[config.mk]
export PLATFORM = sky130hd
export DESIGN_NAME = uop_debounce2
export DESIGN_NICKNAME = d
export VERILOG_FILES = /design/src/rtl/uop_debounce_pkg.sv /design/src/rtl/uop_debounce_ch.sv /design/src/rtl/uop_debounce2.sv
export SDC_FILE = /design/constraint.sdc
export NUM_CORES = 1
export LEC_CHECK = 0
export BUFFER_PORTS_ARGS = -buffer_cell sky130_fd_sc_hd__buf_4
export CAP_MARGIN = 20
export CORE_MARGIN = 2
export CORE_UTILIZATION = 40
export DETAILED_ROUTE_END_ITERATION = 10
export GPL_TIMING_DRIVEN = 0
export MAX_ROUTING_LAYER = met4
export PLACE_DENSITY_LB_ADDON = 0.1
export SLEW_MARGIN = 15
export SYNTH_ARGS = -nofsm -noshare
export SYNTH_HDL_FRONTEND = slang
export SYNTH_SLANG_ARGS = --single-unit
[constraint.sdc]
create_clock -name clk -period 2.25 [get_ports clk]
set_input_delay 0.1125 -clock clk [delete_from_list [all_inputs] [get_ports clk]]
set_output_delay 0.1125 -clock clk [all_outputs]
set_load 0.03 [all_outputs]
[src/rtl/uop_debounce_pkg.sv]
// Shared types and constants for the two-channel switch debouncer.
// Holds the per-channel FSM state encoding and the default debounce lengths
// for simulation and for the 50 MHz board.
package uop_debounce_pkg;

  typedef enum logic [1:0] {
    STABLE_LO,
    WAIT_HI,
    STABLE_HI,
    WAIT_LO
  } db_state_t;

  // Short filter keeps simulation fast; the board value gives ~10 ms at 50 MHz.
  localparam int unsigned DbCyclesSim   = 4;
  localparam int unsigned DbCyclesBoard = 500000;

endpackage

[src/rtl/uop_debounce_ch.sv]
// One debounce channel: two-flop synchroniser, stability FSM with counter,
// registered clean level and one-cycle rise/fall pulses.
// Ports:
//   clk     - system clock, rising edge
//   reset   - asynchronous active-high reset
//   sw_i    - raw, asynchronous, bouncing switch input
//   level_o - debounced level
//   rise_o  - one-cycle pulse coincident with level_o going 0 -> 1
//   fall_o  - one-cycle pulse coincident with level_o going 1 -> 0
module uop_debounce_ch
  import uop_debounce_pkg::*;
#(
  parameter int unsigned DEBOUNCE_CYCLES = DbCyclesSim,
  parameter int unsigned CNT_W           = $clog2(DEBOUNCE_CYCLES + 1)
) (
  input  logic clk,
  input  logic reset,
  input  logic sw_i,
  output logic level_o,
  output logic rise_o,
  output logic fall_o
);

  localparam logic [CNT_W-1:0] CntLast = CNT_W'(DEBOUNCE_CYCLES - 1);
  localparam logic [CNT_W-1:0] CntOne  = CNT_W'(1);

  logic             sync1_q, sync2_q;
  db_state_t        state_q, state_d;
  logic [CNT_W-1:0] count_q, count_d;
  logic             level_q, level_d;
  logic             rise_q, rise_d;
  logic             fall_q, fall_d;

  always_ff @(posedge clk or posedge reset) begin
    if (reset) begin
      sync1_q <= 1'b0;
      sync2_q <= 1'b0;
      state_q <= STABLE_LO;
      count_q <= '0;
      level_q <= 1'b0;
      rise_q  <= 1'b0;
      fall_q  <= 1'b0;
    end else begin
      sync1_q <= sw_i;
      sync2_q <= sync1_q;
      state_q <= state_d;
      count_q <= count_d;
      level_q <= level_d;
      rise_q  <= rise_d;
      fall_q  <= fall_d;
    end
  end

  // count_d defaults to zero so every path that lands in a STABLE state clears it.
  always_comb begin
    state_d = state_q;
    count_d = '0;
    level_d = level_q;
    rise_d  = 1'b0;
    fall_d  = 1'b0;
    unique case (state_q)
      STABLE_LO: begin
        if (sync2_q) begin
          if (DEBOUNCE_CYCLES == 1) begin
            state_d = STABLE_HI;
            level_d = 1'b1;
            rise_d  = 1'b1;
          end else begin
            state_d = WAIT_HI;
            count_d = CntOne;
          end
        end
      end
      WAIT_HI: begin
        if (!sync2_q) begin
          state_d = STABLE_LO;  // bounce: abandon candidate silently
        end else if (count_q == CntLast) begin
          state_d = STABLE_HI;
          level_d = 1'b1;
          rise_d  = 1'b1;
        end else begin
          count_d = count_q + CntOne;
        end
      end
      STABLE_HI: begin
        if (!sync2_q) begin
          if (DEBOUNCE_CYCLES == 1) begin
            state_d = STABLE_LO;
            level_d = 1'b0;
            fall_d  = 1'b1;
          end else begin
            state_d = WAIT_LO;
            count_d = CntOne;
          end
        end
      end
      WAIT_LO: begin
        if (sync2_q) begin
          state_d = STABLE_HI;
        end else if (count_q == CntLast) begin
          state_d = STABLE_LO;
          level_d = 1'b0;
          fall_d  = 1'b1;
        end else begin
          count_d = count_q + CntOne;
        end
      end
    endcase
  end

  assign level_o = level_q;
  assign rise_o  = rise_q;
  assign fall_o  = fall_q;

endmodule

[src/rtl/uop_debounce2.sv]
// Two independent debounced switch channels feeding a two-input gate block.
// Ports:
//   clk            - system clock, rising edge
//   reset          - asynchronous active-high reset
//   sw_a, sw_b     - raw asynchronous switch inputs
//   a, b           - debounced levels
//   a_rise, a_fall - one-cycle edge pulses for a
//   b_rise, b_fall - one-cycle edge pulses for b
module uop_debounce2
  import uop_debounce_pkg::*;
#(
  parameter int unsigned DEBOUNCE_CYCLES = DbCyclesSim,
  parameter int unsigned CNT_W           = $clog2(DEBOUNCE_CYCLES + 1)
) (
  input  logic clk,
  input  logic reset,
  input  logic sw_a,
  input  logic sw_b,
  output logic a,
  output logic b,
  output logic a_rise,
  output logic a_fall,
  output logic b_rise,
  output logic b_fall
);

  uop_debounce_ch #(
    .DEBOUNCE_CYCLES(DEBOUNCE_CYCLES),
    .CNT_W          (CNT_W)
  ) u_ch_a (
    .clk    (clk),
    .reset  (reset),
    .sw_i   (sw_a),
    .level_o(a),
    .rise_o (a_rise),
    .fall_o (a_fall)
  );

  uop_debounce_ch #(
    .DEBOUNCE_CYCLES(DEBOUNCE_CYCLES),
    .CNT_W          (CNT_W)
  ) u_ch_b (
    .clk    (clk),
    .reset  (reset),
    .sw_i   (sw_b),
    .level_o(b),
    .rise_o (b_rise),
    .fall_o (b_fall)
  );

endmodule

==> impl_metrics.yaml, run 1 <==
detailed_routing:
  dr.first_iter.drc_count: 2
  drc: 0
  dr.pass1.iters: 3
  via_count: 440
  wirelength_um: 945
  avgRoutedWirePerCell_um: 9.95
  antenna_left: 0
  via_per_inst: 4.63
power:
  ir_drop_mv: 0.504
  p_per_area_nw_per_um2: 1020
  power_uw: 952
  leakage_uw: 0.000469
clock_tree:
  cts_sinks: 20
  post_cts_resized: 0
  cts_root_buf: "clkbuf_4"
  clockBufferDepth: 2
  cts_tree: "done"
  numCtsBuffers: 3
  h-tree-depth: 1
  path_clk_slew_ns: 0.11
  worst_skew_pair.late_latency_ns: 0.30
place:
  detailed_place_hpwl_um: 684
  dp_slack_ns: 0.918
  portBuffers: 9
  place.gp.congestion: 0.718
global_route:
  overflow: 0
  grt_max_degree: 21
  antenna_found_initial: 0
  grt_pass1_vias: 431
  track_usage: 0.113
  grt_pass1_wl_mm: 1.65
timing:
  setup_slack_ns: 0.901
  setup_viol: 0
  maxSlewHeadroom: 0.522
  fmax_ghz: 0.741
  finalCritPeriodShare: 0.600
  fin_crit_ns: 1.35
  tns_ns: 0
  rsz0062_at_grt: "no"
  fin_skew_ns: 0.00448
  hold_viol: 0
  slew_violations: 0
  worst_pin_slew_ns: 0.717
yosys:
  synth_top_family_by_area: "simple AND/OR/NAND/NOR gates"
  synth_seq_area_share: 0.669
  synth_flop_cell: "dfrtp_1"
  synth-simple-area-share: 0.199
  syn_avg_cell_area_um2: 13.9
  synth_xor_area_frac: 0.0351
  netlist_instances: 54
  synth_edf_count: 0
  synth_compound_area_frac: 0.0334
  yosys.cell_types.count: 24
  synthesis.area_um2: 748
  yosys.area_share.adder: 0.0334
  yosysWarnings: 0
  ys_ff_latch: 20
  synth.area.mux_share: 0.0151
  synthArstFlopShare: 1.00
  synth.net_count: 60
hold_path:
  hp-class: "reg -> reg"
  min_from: "u_ch_b.sync1_q"
worst_setup_path:
  cp-startpoint: "u_ch_a.count_q[0]"
  max_stage_delay_ns: 0.37
  worstPathCellList: "ha_1, nand3b_4, and2_0, or3b_1"
  critPathCaptureType: "flip-flop"
  critPathMaxFanout: 5
  critPathLaunchType: "flip-flop"
  crit_required_ns: 2.44
  crit_type: "reg -> reg"
  timing.critical_path.arrival_ns: 1.54
  critical-path-slowest-cell: "or3b_1"
  r2r-start: "u_ch_a.count_q[0]"
cells_and_area:
  top_regs: "u_ch_a.count_q x3, u_ch_b.count_q x3"
  drive_above_1_share: 0.257
  area_delta_synth_final_pct: 24.2
  fin_util: 0.533
  nets: 77
  antenna_cells: 0
die:
  core_region_area_um2: 1750
  rows: 15
  start_util: 0.429
  die_h_um: 47.3
  design.portCount: 10
  die_w_um: 47.3
  fp.dieArea_um2: 2230
run:
  cap_violations: 0
run_status:
  status: "completed"
## synth_stat cells (2+ instances only)
master     n  area share
dfrtp_1   20        0.67
o21ai_0    4       0.027
inv_1      3       0.015
and3_1     2       0.017
ha_1       2       0.033
nand2_1    2       0.010
nand3b_1   2       0.020
nor3_1     2       0.013
xor2_1     2       0.023
## per-stage QoR
stage	cell area, um2	hold WS (ns)	std cells
3_5_place_dp	847	0.223	88
5_1_grt	930	0.372	95
2_1_floorplan	748	0.0763	54
4_1_cts	930	0.368	95
3_3_place_gp	847	0.223	88
6_report	930	0.362	95
## path summary, 6_finish.rpt
path / to / slack (ns) / cells past startpoint
hold / removal: u_ch_b.sync2_q / 0.36 / 0
setup / recovery: u_ch_a.level_o / 0.90 / 4
hold reg to reg: u_ch_b.sync2_q / 0.36 / 0
min in group asynchronous: u_ch_b.state_q[0] / 0.47 / 3
setup reg to reg: u_ch_a.level_o / 0.90 / 4
max in group asynchronous: u_ch_a.state_q[0] / 1.33 / 3
## routing by layer
layer | wire length, um | global-route usage | part of all wire
met3 | 38 | 0.0231 | 0.040
met1 | 470 | 0.133 | 0.50
met4 | 23 | 0.0833 | 0.024
met5 | 0 | - | 0
met2 | 413 | 0.168 | 0.44
## cell usage in the layout (no fill, tap or decap)
cell,count
xnor2_1,1
and3_1,2
and2_2,1
a21oi_1,1
and4b_2,1
ha_1,2
nor3_1,2
xor2_1,2
nand3b_4,1
nor2_1,1
dlygate4sd3_1,3
clkbuf_4,3
nand3b_1,2
inv_1,3
nor2b_1,1
and3_2,1
and4b_1,1
and2_0,1
buf_4,9
or3b_1,1
nor3b_1,1
mux2_2,1
and3b_1,1
bufinv_16,1
and2_1,1
o21ai_0,4
dfrtp_1,20
nand2_1,2
## cell type report
type                    count  area (um2)
fillers                   159         816
flip-flops and latches     20         500
multi-input cells          31         236
repair buffers             12        97.6
well taps                  25        31.3
clock inverters             1        30.0
clock buffers               3        22.5
inverters                   3        11.3
## timing repair
action	CTS	global route
hold buffers	3	0
hold endpoints to repair	22	0
setup buffers	0	0
## worst max-delay path, delay by kind of cell (launching register included)
| family | cells | cell delay, ns |
|---|---|---|
| adders and majority gates | 1 | 0.23 |
| DFF | 1 | 0.36 |
| and+or+nand+nor | 3 | 0.64 |
## report_power, final
group | switching (uW) | internal, uW | total, uW
combinational | 83.3 | 89.0 | 172
sequential | 57.1 | 434 | 491
clock | 108 | 180 | 289
total | 249 | 703 | 952
## cell families after synthesis
| kind of cell | count (synthesis) |
|---|---|
| and+or+nand+nor | 20 |
| DFF | 20 |
| AOI/OAI and AO/OA | 5 |
| xor gates and xnor gates | 3 |
| buffers and inverters | 3 |
| adders and majority gates | 2 |
| muxes | 1 |
(Power assumes the default switching activity.)
==> run 2, diff against run 1 <==
clock period = 1.1 ns   (was 2.25 ns; I/O delays follow)
==> run 2 against run 1 <==
  * The flow now finishes with violations (negative setup slack)
  * Wire length rose by 20%
  * Sequential cell count did not move
  * Combinational power rose to 2.6 times the previous value
  * Count of clock-buffer cells in the layout did not move
  * Non-clock buffer count rose by 5
  * Via count rose by 7.7%
  * Die area did not move
  * Register-to-register slack got worse by 1.0 ns
  * Critical path depth did not move
  * Power rose by 120%
  * Worst hold slack got worse by 0.0021 ns
  * Sequential power rose by 110%
  * Largest cell class unchanged
  * Highest routed layer unchanged
==> impl_metrics.yaml, run 2 (same netlist as run 1, synthesis figures left out) <==
global_route:
  track_usage: 0.117
  antenna_found_initial: 0
  grt_pass1_wl_mm: 1.72
  grt_max_degree: 21
  grt_pass1_vias: 425
  overflow: 0
cells_and_area:
  drive_above_1_share: 0.387
  antenna_cells: 0
  nets: 82
  ff_latch_area_um2: 500
  layout_commonest_cell: "dfrtp_1"
  area_delta_synth_final_pct: 34.1
  fill_cells: 154
  top_regs: "u_ch_a.count_q x3, u_ch_b.count_q x3"
  multi_input_area_um2: 265
  layout.cells.most_common_list: "dfrtp_1 (20), buf_4 (12)"
  fin_util: 0.575
clock_tree:
  h-tree-depth: 1
  path_clk_slew_ns: 0.11
  cts_tree: "done"
  clockBufferDepth: 2
  numCtsBuffers: 3
  cts_sinks: 20
  worst_skew_pair.late_latency_ns: 0.30
  cts_root_buf: "clkbuf_4"
place:
  place.gp.congestion: 0.743
  detailed_place_hpwl_um: 716
  portBuffers: 9
timing:
  hold_viol: 0
  maxSlewHeadroom: 0.514
  fin_skew_ns: 0.00792
  slew_violations: 0
  setup_slack_ns: -0.148
  fmax_ghz: 0.801
  worst_pin_slew_ns: 0.728
  rsz0062_at_grt: "yes"
  fin_crit_ns: 1.25
  setup_viol: 4
  finalCritPeriodShare: 1.13
die:
  design.portCount: 10
  start_util: 0.429
  core_region_area_um2: 1750
  rows: 15
  fp.dieArea_um2: 2230
  die_w_um: 47.3
  die_h_um: 47.3
detailed_routing:
  via_per_inst: 4.74
  wirelength_mm: 1.13
  via_count: 474
  drc: 0
  antenna_left: 0
  dr.pass1.iters: 3
  avgRoutedWirePerCell_um: 11.3
  dr.first_iter.drc_count: 5
worst_setup_path:
  critPathMaxFanout: 3
  crit_buf_inv: 0
  cp_top_family: "simple AND/OR/NAND/NOR gates"
  critical-path-slowest-cell: "dfrtp_1"
  crit_required_ns: 1.29
  critPathLaunchType: "flip-flop"
  worstPathCellList: "ha_4, nand3b_4, and2_0, or3b_1"
  timing.critical_path.arrival_ns: 1.43
  critPathCaptureType: "flip-flop"
  max_stage_delay_ns: 0.40
  crit_type: "reg -> reg"
run_status:
  status: "finished with violations"
  violations: "negative setup slack"
power:
  p_per_area_nw_per_um2: 2080
  ir_drop_mv: 1.41
  leakage_uw: 0.000492
  power_uw: 2090
hold_path:
  hp-class: "reg -> reg"
run:
  cap_violations: 0
[run 2: changes by cell type in the layout (fill, tap and decap cells not counted), sizes merged]
cell / change
buf: +5
[run 2: repair_timing]
item,in CTS,in global routing
gates resized for setup,5,3
setup buffers,4,1
endpoints found under the hold margin,22,0
endpoints found under the setup margin,3,8
pin swaps,3,2
hold buffers,3,0
[run 2: final cells by class]
type / count / share of cell area
Inverter: 3 / 0.0112
Clock inverter: 1 / 0.0299
Sequential cell: 20 / 0.499
Timing Repair Buffer: 17 / 0.142
Tap cell: 25 / 0.0312
Multi-Input combinational cell: 31 / 0.264
Clock buffer: 3 / 0.0224
[run 2: worst paths after layout]
check                             startpoint           endpoint  slack [ns]  cells past startpoint
setup / recovery           u_ch_a.count_q[0]     u_ch_a.level_o       -0.15                      4
hold / removal                u_ch_a.sync1_q     u_ch_a.sync2_q        0.36                      0
setup reg to reg           u_ch_a.count_q[0]     u_ch_a.level_o       -0.15                      4
hold reg to reg               u_ch_a.sync1_q     u_ch_a.sync2_q        0.36                      0
max in group asynchronous              reset  u_ch_a.state_q[0]        0.23                      3
min in group asynchronous              reset     u_ch_b.sync1_q        0.41                      3
[run 2: routing by layer]
| metal | GRT usage | part of all wire | up-vias |
|---|---|---|---|
| met5 | - | 0 | - |
| met4 | 0.0667 | 0.0035 | 0 |
| met3 | 0.0231 | 0.030 | 2 |
| met2 | 0.168 | 0.48 | 7 |
| met1 | 0.154 | 0.48 | 239 |
| li1 | - | - | 226 |
[run 2: per-stage QoR]
step	area, um2	hold slack, ns	std cells	setup slack, ns	TNS [ns]
2_1_floorplan	753	0.0188	54	-0.113	-0.151
3_3_place_gp	852	0.165	88	-0.183	-0.277
3_5_place_dp	852	0.167	88	-0.202	-0.320
4_1_cts	985	0.363	99	-0.170	-0.443
5_1_grt	1000	0.368	100	-0.214	-0.656
6_report	1000	0.360	100	-0.148	-0.422
[run 2: report_power, final]
| part | leakage [uW] | total [uW] | switching, uW | internal, uW |
|---|---|---|---|---|
| clock network | 0.0000279 | 603 | 235 | 368 |
| logic | 0.000215 | 454 | 198 | 256 |
| registers | 0.000248 | 1030 | 144 | 888 |
[run 2: worst reg2reg max path, cell delays in order, from the launching register on]
cell and delay [ns]:
dfrtp_1 0.40, ha_4 0.17, nand3b_4 0.09, and2_0 0.13
or3b_1 0.34
==> run 3, diff against run 2 <==
BUFFER_PORTS_ARGS = -buffer_cell sky130_fd_sc_hd__buf_2   (was -buffer_cell sky130_fd_sc_hd__buf_4)
==> run 3 against run 2 <==
  * The flow still finishes with violations (negative setup slack)
  * Power down 9.4%
  * Clock power down 32%
  * Sequential share of layout area up 1.7 points
  * Highest routed layer unchanged
  * First-iteration DRC count down 40%
  * Critical endpoint unchanged
  * Wire length down 4.8%
  * Die area unchanged
  * Combinational power about the same
  * Critical path type unchanged
  * Worst setup slack worse by 0.0050 ns
  * Sequential power about the same
  * Register-to-register slack about the same
  * Non-clock buffer count up 1
==> impl_metrics.yaml, run 3 (same netlist as run 1, synthesis figures left out) <==
detailed_routing:
  antenna_left: 0
  via_count: 457
  wirelength_mm: 1.08
  dr.pass1.iters: 2
  dr.first_iter.drc_count: 3
  avgRoutedWirePerCell_um: 10.7
  via_per_inst: 4.52
  drc: 0
clock_tree:
  clockBufferDepth: 2
  path_clk_slew_ns: 0.11
  worst_skew_pair.late_latency_ns: 0.29
  numCtsBuffers: 3
  cts_sinks: 20
  cts_tree: "done"
  cts_root_buf: "clkbuf_4"
  h-tree-depth: 1
worst_setup_path:
  critPathLaunchType: "flip-flop"
  crit_type: "reg -> reg"
  critical-path-slowest-cell: "dfrtp_1"
  cp_top_family: "simple AND/OR/NAND/NOR gates"
  timing.critical_path.arrival_ns: 1.43
  worstPathCellList: "ha_4, nand3b_4, and2_4, or3b_1"
  max_stage_delay_ns: 0.40
  critPathMaxFanout: 5
  critPathCaptureType: "flip-flop"
  crit_required_ns: 1.28
  crit_buf_inv: 0
cells_and_area:
  area_delta_synth_final_pct: 29.8
  top_regs: "u_ch_a.count_q x3, u_ch_b.count_q x3"
  layout_commonest_cell: "dfrtp_1"
  antenna_cells: 0
  fill_cells: 156
  fin_util: 0.556
  layout.cells.most_common_list: "dfrtp_1 (20), buf_2 (9), buf_4 (5)"
  nets: 83
  instances_no_fill: 101
  drive_above_1_share: 0.408
die:
  rows: 15
  die_w_um: 47.3
  die_h_um: 47.3
  start_util: 0.429
  design.portCount: 10
  fp.dieArea_um2: 2230
  core_region_area_um2: 1750
timing:
  slew_violations: 0
  hold_viol: 0
  fin_crit_ns: 1.25
  maxSlewHeadroom: 0.521
  fmax_ghz: 0.798
  holdWs_ns: 0.359
  setup_slack_ns: -0.153
  rsz0062_at_grt: "yes"
  finalCritPeriodShare: 1.14
  setup_viol: 3
  fin_skew_ns: 0.00106
  worst_pin_slew_ns: 0.718
place:
  detailed_place_hpwl_um: 685
  dp.cells: 88
  portBuffers: 9
  place.gp.congestion: 0.735
hold_path:
  hp-class: "reg -> reg"
global_route:
  grt_max_degree: 21
  track_usage: 0.128
  met2_usage: 0.186
  met3_usage: 0.0577
  grt_pass1_wl_mm: 1.84
  antenna_found_initial: 0
  overflow: 0
  grt_pass1_vias: 446
  use_met1: 0.155
  grt.busiest_layer: "met2"
run_status:
  violations: "negative setup slack"
  status: "finished with violations"
power:
  power_uw: 1890
  leakage_uw: 0.000484
  p_per_area_nw_per_um2: 1950
  ir_drop_mv: 1.60
run:
  cap_violations: 0
## run 3: path summary, 6_finish.rpt
kind	startpoint	cells after the start	endpoint	slack, ns
setup / recovery	u_ch_a.count_q[0]	4	u_ch_a.level_o	-0.15
min in group asynchronous	reset	3	u_ch_a.sync1_q	0.41
hold / removal	u_ch_b.sync1_q	0	u_ch_b.sync2_q	0.36
setup reg to reg	u_ch_a.count_q[0]	4	u_ch_a.level_o	-0.15
max in group asynchronous	reset	3	u_ch_a.fall_o	0.24
hold reg to reg	u_ch_b.sync1_q	0	u_ch_b.sync2_q	0.36
## run 3: worst reg2reg max path, delay by kind of cell (launching register included)
kind	cells	cell delay [ns]
adder cells (fa/ha/maj)	1	0.16
flip-flops	1	0.40
AND/OR/NAND/NOR	3	0.58
## run 3: per-layer routing
layer / up-vias / share of wire / routed length (um)
met1: 217 / 0.49 / 528
li1: 229 / - / -
met5: - / 0 / 0
met4: 0 / 0.013 / 14
met2: 9 / 0.46 / 498
met3: 2 / 0.035 / 38
## run 3: layout make-up
type                       count  area (um2)  share of cell area
multi-input combinational     31         268               0.276
tap                           25        31.3              0.0322
inverter                       3        11.3              0.0116
sequential                    20         500               0.515
timing repair buffer          18         124               0.128
clock buffer                   4        36.3              0.0374
## run 3: stage by stage
stage / instance area [um2] / setup TNS [ns] / setup WS (ns)
global placement: 830 / -0.295 / -0.195
finish: 971 / -0.361 / -0.153
global route: 971 / -0.705 / -0.219
detailed placement: 830 / -0.316 / -0.201
CTS: 946 / -0.441 / -0.182
floorplan: 753 / -0.151 / -0.113
## run 3: power breakdown
part	total [uW]	leakage, uW	switching, uW	internal (uW)
Clock	412	0.0000210	211	202
Combinational	452	0.000215	195	257
Sequential	1030	0.000248	140	888
Total	1890	0.000484	546	1350
## run 3: repair_timing
item / CTS / global route
gates resized for setup: 5 / 3
buffers inserted: 4 / 2
setup endpoints to repair: 3 / 6
hold endpoints to repair: 22 / 0
pin swaps: 3 / 2
hold buffers: 3 / 0
